===== config.mk =====
export PLATFORM = sky130hd
export DESIGN_NAME = split_controller
export DESIGN_NICKNAME = d
export VERILOG_FILES = /design/src/rtl/split_controller.sv
export SDC_FILE = /design/constraint.sdc
export NUM_CORES = 1
export LEC_CHECK = 0
export BUFFER_PORTS_ARGS = -buffer_cell sky130_fd_sc_hd__buf_2
export CORE_MARGIN = 2
export CORE_UTILIZATION = 53
export DETAILED_ROUTE_END_ITERATION = 10
export PLACE_DENSITY = 0.83
export RECOVER_POWER = 100
export SLEW_MARGIN = 10
export SYNTH_ARGS = -nofsm -noshare
export SYNTH_HDL_FRONTEND = slang
export SYNTH_SLANG_ARGS = --single-unit

===== constraint.sdc =====
create_clock -name clk_i -period 2.8 [get_ports clk_i]
set_input_delay 0.14 -clock clk_i [delete_from_list [all_inputs] [get_ports clk_i]]
set_output_delay 0.14 -clock clk_i [all_outputs]
set_load 0.005 [all_outputs]

===== src/rtl/split_controller.sv =====
// Split transaction tracker: masks owners of outstanding splits and schedules their resume.
// Optional per-entry expiry is compiled in when SPLIT_TIMEOUT_EN is defined.
module split_controller #(
   parameter int NUM_MASTERS    = 2,
   parameter int NUM_SLAVES     = 3,
   parameter int TIMEOUT_CYCLES = 1024,
   localparam int M_W = (NUM_MASTERS > 1) ? $clog2(NUM_MASTERS) : 1,
   localparam int S_W = (NUM_SLAVES > 1) ? $clog2(NUM_SLAVES) : 1
) (
   input  logic                   clk_i,
   input  logic                   rst_i,
   input  logic                   split_i,
   input  logic [S_W-1:0]         split_slave_i,
   input  logic [M_W-1:0]         cur_master_i,
   input  logic [NUM_SLAVES-1:0]  slave_ready_i,
   input  logic                   frame_active_i,
   input  logic                   resume_ack_i,
   output logic [NUM_MASTERS-1:0] master_mask_o,
   output logic                   resume_valid_o,
   output logic [M_W-1:0]         resume_master_o,
   output logic [S_W-1:0]         resume_slave_o,
   output logic                   split_pending_o,
   output logic                   timeout_o,
   output logic                   err_o,
   output logic [1:0]             state_o
);

   typedef enum logic [1:0] {IDLE, REQ, WAIT_START, WAIT_END} state_t;

   state_t                state_q, state_d;
   logic [S_W-1:0]        sel_q, sel_d;
   logic [NUM_SLAVES-1:0] valid_q;
   logic [M_W-1:0]        owner_q [NUM_SLAVES];
   logic                  err_q, timeout_q;
   logic [NUM_SLAVES-1:0] expire;
   logic [NUM_SLAVES-1:0] cand;
   logic                  slave_ok, slot_busy, rearm, split_err, capture, retire;

   always_comb begin
      master_mask_o = '0;
      for (int s = 0; s < NUM_SLAVES; s++)
         if (valid_q[s]) master_mask_o[owner_q[s]] = 1'b1;
   end

   assign split_pending_o = |valid_q;
   assign err_o           = err_q;
   assign timeout_o       = timeout_q;
   assign state_o         = state_q;

   always_comb begin
      slot_busy = 1'b0;
      for (int s = 0; s < NUM_SLAVES; s++)
         if (split_slave_i == S_W'(s)) slot_busy = valid_q[s];
   end

   // A resumed frame that splits again keeps its entry instead of raising an error.
   assign slave_ok  = int'(split_slave_i) < NUM_SLAVES;
   assign rearm     = split_i && (state_q == WAIT_END) && (split_slave_i == sel_q) &&
                      (cur_master_i == owner_q[sel_q]);
   assign split_err = split_i && !rearm && (!slave_ok || slot_busy || master_mask_o[cur_master_i]);
   assign capture   = split_i && !rearm && !split_err;
   assign cand      = valid_q & slave_ready_i & ~expire;

   // Handshake: resume_valid_o stays high with stable master/slave until resume_ack_i,
   // and is withdrawn only when the selected slave drops its ready level.
   always_comb begin
      state_d         = state_q;
      sel_d           = sel_q;
      retire          = 1'b0;
      resume_valid_o  = 1'b0;
      resume_master_o = '0;
      resume_slave_o  = '0;
      case (state_q)
         IDLE: begin
            for (int s = NUM_SLAVES - 1; s >= 0; s--)
               if (cand[s]) sel_d = S_W'(s);
            if (|cand) state_d = REQ;
         end
         REQ: begin
            resume_valid_o  = 1'b1;
            resume_master_o = owner_q[sel_q];
            resume_slave_o  = sel_q;
            if (resume_ack_i)                state_d = WAIT_START;
            else if (!slave_ready_i[sel_q])  state_d = IDLE;
         end
         WAIT_START: if (frame_active_i) state_d = WAIT_END;
         WAIT_END: begin
            if (rearm) begin
               state_d = IDLE;
            end else if (!frame_active_i) begin
               retire  = 1'b1;
               state_d = IDLE;
            end
         end
         default: state_d = IDLE;
      endcase
   end

   always_ff @(posedge clk_i or posedge rst_i) begin
      if (rst_i) begin
         state_q <= IDLE;
         sel_q   <= '0;
      end else begin
         state_q <= state_d;
         sel_q   <= sel_d;
      end
   end

   always_ff @(posedge clk_i or posedge rst_i) begin
      if (rst_i) begin
         valid_q   <= '0;
         err_q     <= 1'b0;
         timeout_q <= 1'b0;
         for (int s = 0; s < NUM_SLAVES; s++) owner_q[s] <= '0;
      end else begin
         err_q     <= split_err;
         timeout_q <= |expire;
         for (int s = 0; s < NUM_SLAVES; s++) begin
            if (expire[s] || (retire && sel_q == S_W'(s))) valid_q[s] <= 1'b0;
            if (capture && split_slave_i == S_W'(s)) begin
               valid_q[s] <= 1'b1;
               owner_q[s] <= cur_master_i;
            end
         end
      end
   end

`ifdef SPLIT_TIMEOUT_EN
   localparam int CNT_W = $clog2(TIMEOUT_CYCLES) + 1;

   logic [CNT_W-1:0]      cnt_q [NUM_SLAVES];
   logic [NUM_SLAVES-1:0] aging;

   // The entry currently being resumed is exempt from ageing.
   always_comb begin
      for (int s = 0; s < NUM_SLAVES; s++) begin
         aging[s]  = valid_q[s] && !((state_q != IDLE) && (sel_q == S_W'(s)));
         expire[s] = aging[s] && (cnt_q[s] == CNT_W'(TIMEOUT_CYCLES - 1));
      end
   end

   always_ff @(posedge clk_i or posedge rst_i) begin
      if (rst_i) begin
         for (int s = 0; s < NUM_SLAVES; s++) cnt_q[s] <= '0;
      end else begin
         for (int s = 0; s < NUM_SLAVES; s++) begin
            if (!valid_q[s] || expire[s] || (capture && split_slave_i == S_W'(s)) ||
                (rearm && sel_q == S_W'(s)))
               cnt_q[s] <= '0;
            else if (aging[s])
               cnt_q[s] <= cnt_q[s] + 1'b1;
         end
      end
   end
`else
   logic unused_timeout;
   assign unused_timeout = ^TIMEOUT_CYCLES;
   assign expire         = '0;
`endif

endmodule

==> summary.md <==
| Metric | Value |
|---|---|
| Total overflow reported by the global router | `0` |
| Chip Height | `between 40 and 50 µm` |
| Antenna diode instance count | `0` |
| Data required time at the worst endpoint | `around 3 ns` |
| Wirelength per Cell | `13.75 µm` |
| Final weighted congestion in routability-driven placement | `around 0.85` |
| Area of the mapped netlist | `roughly 760 µm²` |
| Critical path capture point type | `flip-flop` |
| Power Total | `0.0008641 W` |
| Number of failing setup endpoints in the final timing report | `0` |
| Hold slack final | `0.1500 ns` |
| Max-slew violations | `0` |
| Final Hold Vio Count | `0` |
| Post-synth top area share | `36.36%` |
| HP Class | `in -> reg` |
| Buffers added on ports | `20` |
| Critical path peak fanout | `8` |
| IO Count | `22` |
| Clock tree root driver cell | `clkbuf_4` |
| Sequential fraction of the synthesis area | `36.36%` |
| CTS tree | `done` |
| 1st-pass router iterations | `4` |
| Sinks on Clock Net | `11` |
| Post-detailed-route count of antenna-violating nets | `0` |
| Fin crit share | `77.33%` |
| Via total after detailed routing | `~700` |
| Number of buffers created by CTS | `3` |
| FP Rows | `13` |
| Initial antenna violation count | `0` |
| Cell types with the largest area share after synthesis | `dfrtp_1 36%, nand2b_1 5.0%, mux2_1 4.5%` |
| Effective utilization at floorplan | `approximately 57%` |
| Max-Cap Viols | `0` |
| Fin Setup TNS | `0 ns` |
| Cell leakage power | `0.4036 nW` |
| Fill cell total of the finished layout | `~120` |
| Number of nets produced by synthesis | `94` |
| Status | `finished clean` |
| Startpoint-to-endpoint class of the critical path | `reg -> reg` |
| Synth-to-layout area growth | `14.71%` |
| Core footprint | `between 1000 and 1500 µm²` |
| Number of DRC violations after detailed-routing iteration 0 | `28` |
| Via/cell ratio | `5.966` |
| DRC violations left | `0` |
| Detailed-route wire length | `1623 µm` |
| Number of distinct library cell variants in the gate-level netlist after synthesis | `40` |
| DP HPWL | `between 1000 and 1500 µm` |
| Mean cell area of the mapped netlist | `9.120 µm²` |
| DIE WIDTH | `between 40 and 50 µm` |
| Total global-route track usage | `just under 20%` |
| Clock latency at the later pin of the worst-skew pair | `about 0.27 ns` |
| Maximum number of buffers from clock root to sink | `2` |
| Setup Slack @ Placement | `between 0.8 and 0.9 ns` |
| Clock-pin slew on the worst setup and hold paths | `~0.080 ns` |
| Peak Freq | `approximately 460 MHz` |
| Fraction of layout cells with a size suffix above 1 | `22.33%` |
| H-tree Lvls | `1` |
| Layout net count | `115` |
| Arrival time reported for the critical path endpoint | `about 2.3 ns` |
| Number of global-route vias before repair | `595` |
| Cell count after synthesis | `83` |
| Final worst setup slack | `about 0.63 ns` |
| Power per Cell Area | `995.1 nW/µm²` |
| Flops & latches, synth | `11` |
| Die Footprint | `approximately 1700 µm²` |
| First-pass GRT wire length | `between 2000 and 3000 µm` |
| Critical path launch point type | `flip-flop` |
| IR Drop Worst-Case VDD | `0.6043 mV` |
| Synthesis warning total | `0` |
| Unrepaired setup endpoints after global routing | `no` |
| Largest net degree at the start of global routing | `12` |
| Library cell occupying the most area in the post-synthesis netlist | `dfrtp_1` |
| Post-layout minimum cycle time | `~2.2 ns` |
| Final cell utilization of the core | `65.91%` |
| Skew final | `between 0.002 and 0.0025 ns` |
[cells by family after synthesis]
kind of cell / count (synthesis) / synth area share, %
flip-flops: 11 / 36.36
XOR/XNOR: 2 / 2.314
buffers and inverters: 11 / 7.107
other: 1 / 0.4954
AND/OR/NAND/NOR: 33 / 25.79
multiplexers: 7 / 10.58
AO/OA/AOI/OAI: 18 / 17.36
[stage by stage]
step,area [µm²],instances
global route,868.3,118
floorplan,757.0,83
global placement,844.6,113
finish,868.3,118
CTS,882.1,118
detailed placement,844.6,113
[metal layers]
metal	track usage, %	wire, µm
met5	0	0
met4	5.806	14
met3	3.913	122
met2	30.31	742
met1	28.42	743
[layout by cell type (no fill, tap or decap), types with 2 or more instances in the layout]
master,netlist,layout
clkbuf_4,0,3
o22a_1,2,2
nor2_1,2,2
buf_2,1,16
nand3_1,3,3
nand2_1,8,8
dfrtp_1,11,11
mux2i_1,2,2
nor4_1,2,2
nor3_1,2,2
xor2_1,2,2
nand2b_1,6,6
a21oi_1,2,2
o21ai_0,4,4
clkbuf_1,2,3
and2_1,2,2
inv_1,6,6
mux2_1,3,4
[cell type report]
type / count / area [µm²] / area share [%]
Inverter: 6 / 22.52 / 2.594
Sequential cell: 11 / 275.3 / 31.70
Clock buffer: 3 / 22.52 / 2.594
Tap cell: 15 / 18.77 / 2.161
Multi-Input combinational cell: 61 / 417.9 / 48.13
Clock inverter: 1 / 5.005 / 0.5764
Timing Repair Buffer: 21 / 106.4 / 12.25
[where the power goes]
part	switching [W]	leakage, nW	total, W	internal [W]
Clock	0.0000595	0.0177	0.000112	0.0000529
Combinational	0.000178	0.253	0.000379	0.000201
Sequential	0.000138	0.133	0.000373	0.000234
Total	0.000376	0.404	0.000864	0.000488
[cells in the mapped netlist]
library cell  number
dfrtp_1           11
nand2_1            8
inv_1              6
nand2b_1           6
o21ai_0            4
mux2_1             3
nand3_1            3
a21oi_1            2
and2_1             2
clkbuf_1           2
mux2i_1            2
nor2_1             2
nor3_1             2
nor4_1             2
o22a_1             2
xor2_1             2
a21boi_0           1
a21oi_2            1
a222oi_1           1
a22oi_1            1
a311oi_1           1
a31oi_1            1
and2b_1            1
buf_2              1
buf_4              1
buf_6              1
conb_1             1
mux2_2             1
mux2_4             1
nand4b_1           1
nand4bb_1          1
nor2b_1            1
nor3b_1            1
nor4b_2            1
o2111ai_1          1
o211ai_1           1
o32a_1             1
o32ai_1            1
or3_1              1
or4_1              1
[critical path: stages (launching register included)]
cell and delay, ns:
dfrtp_1 0.48, mux2i_1 0.22, o22a_1 0.18, mux2_1 0.43, nor4b_1 0.38, mux2_1 0.36
[state kept, by name, indices dropped and copies added, names as in the netlist, named ones only]
name     count
owner_q      3
valid_q      3
sel_q        2
err_o        1
state_o      1
[path summary, 6_finish.rpt]
check,startpoint,to,slack (ns),cells after the start
worst max-delay path,sel_q[0]$_DFFE_PP0P_,owner_q[1]$_DFFE_PP0P_,0.63,5
worst min-delay path,cur_master_i,owner_q[2]$_DFFE_PP0P_,0.15,2
worst max register to register,sel_q[0]$_DFFE_PP0P_,owner_q[1]$_DFFE_PP0P_,0.63,5
worst min register to register,owner_q[0]$_DFFE_PP0P_,owner_q[0]$_DFFE_PP0P_,0.55,1
max in group asynchronous,rst_i,asynchronous set/reset pin,2.11,3
min in group asynchronous,rst_i,owner_q[1]$_DFFE_PP0P_,0.39,3
[timing repair]
action / CTS / global route
hold buffers: 1 / 0
setup buffers: 0 / 0
hold endpoints to repair: 11 / 0
resized for setup: 0 / 0
No activity file was read; power rests on OpenSTA's default activity.
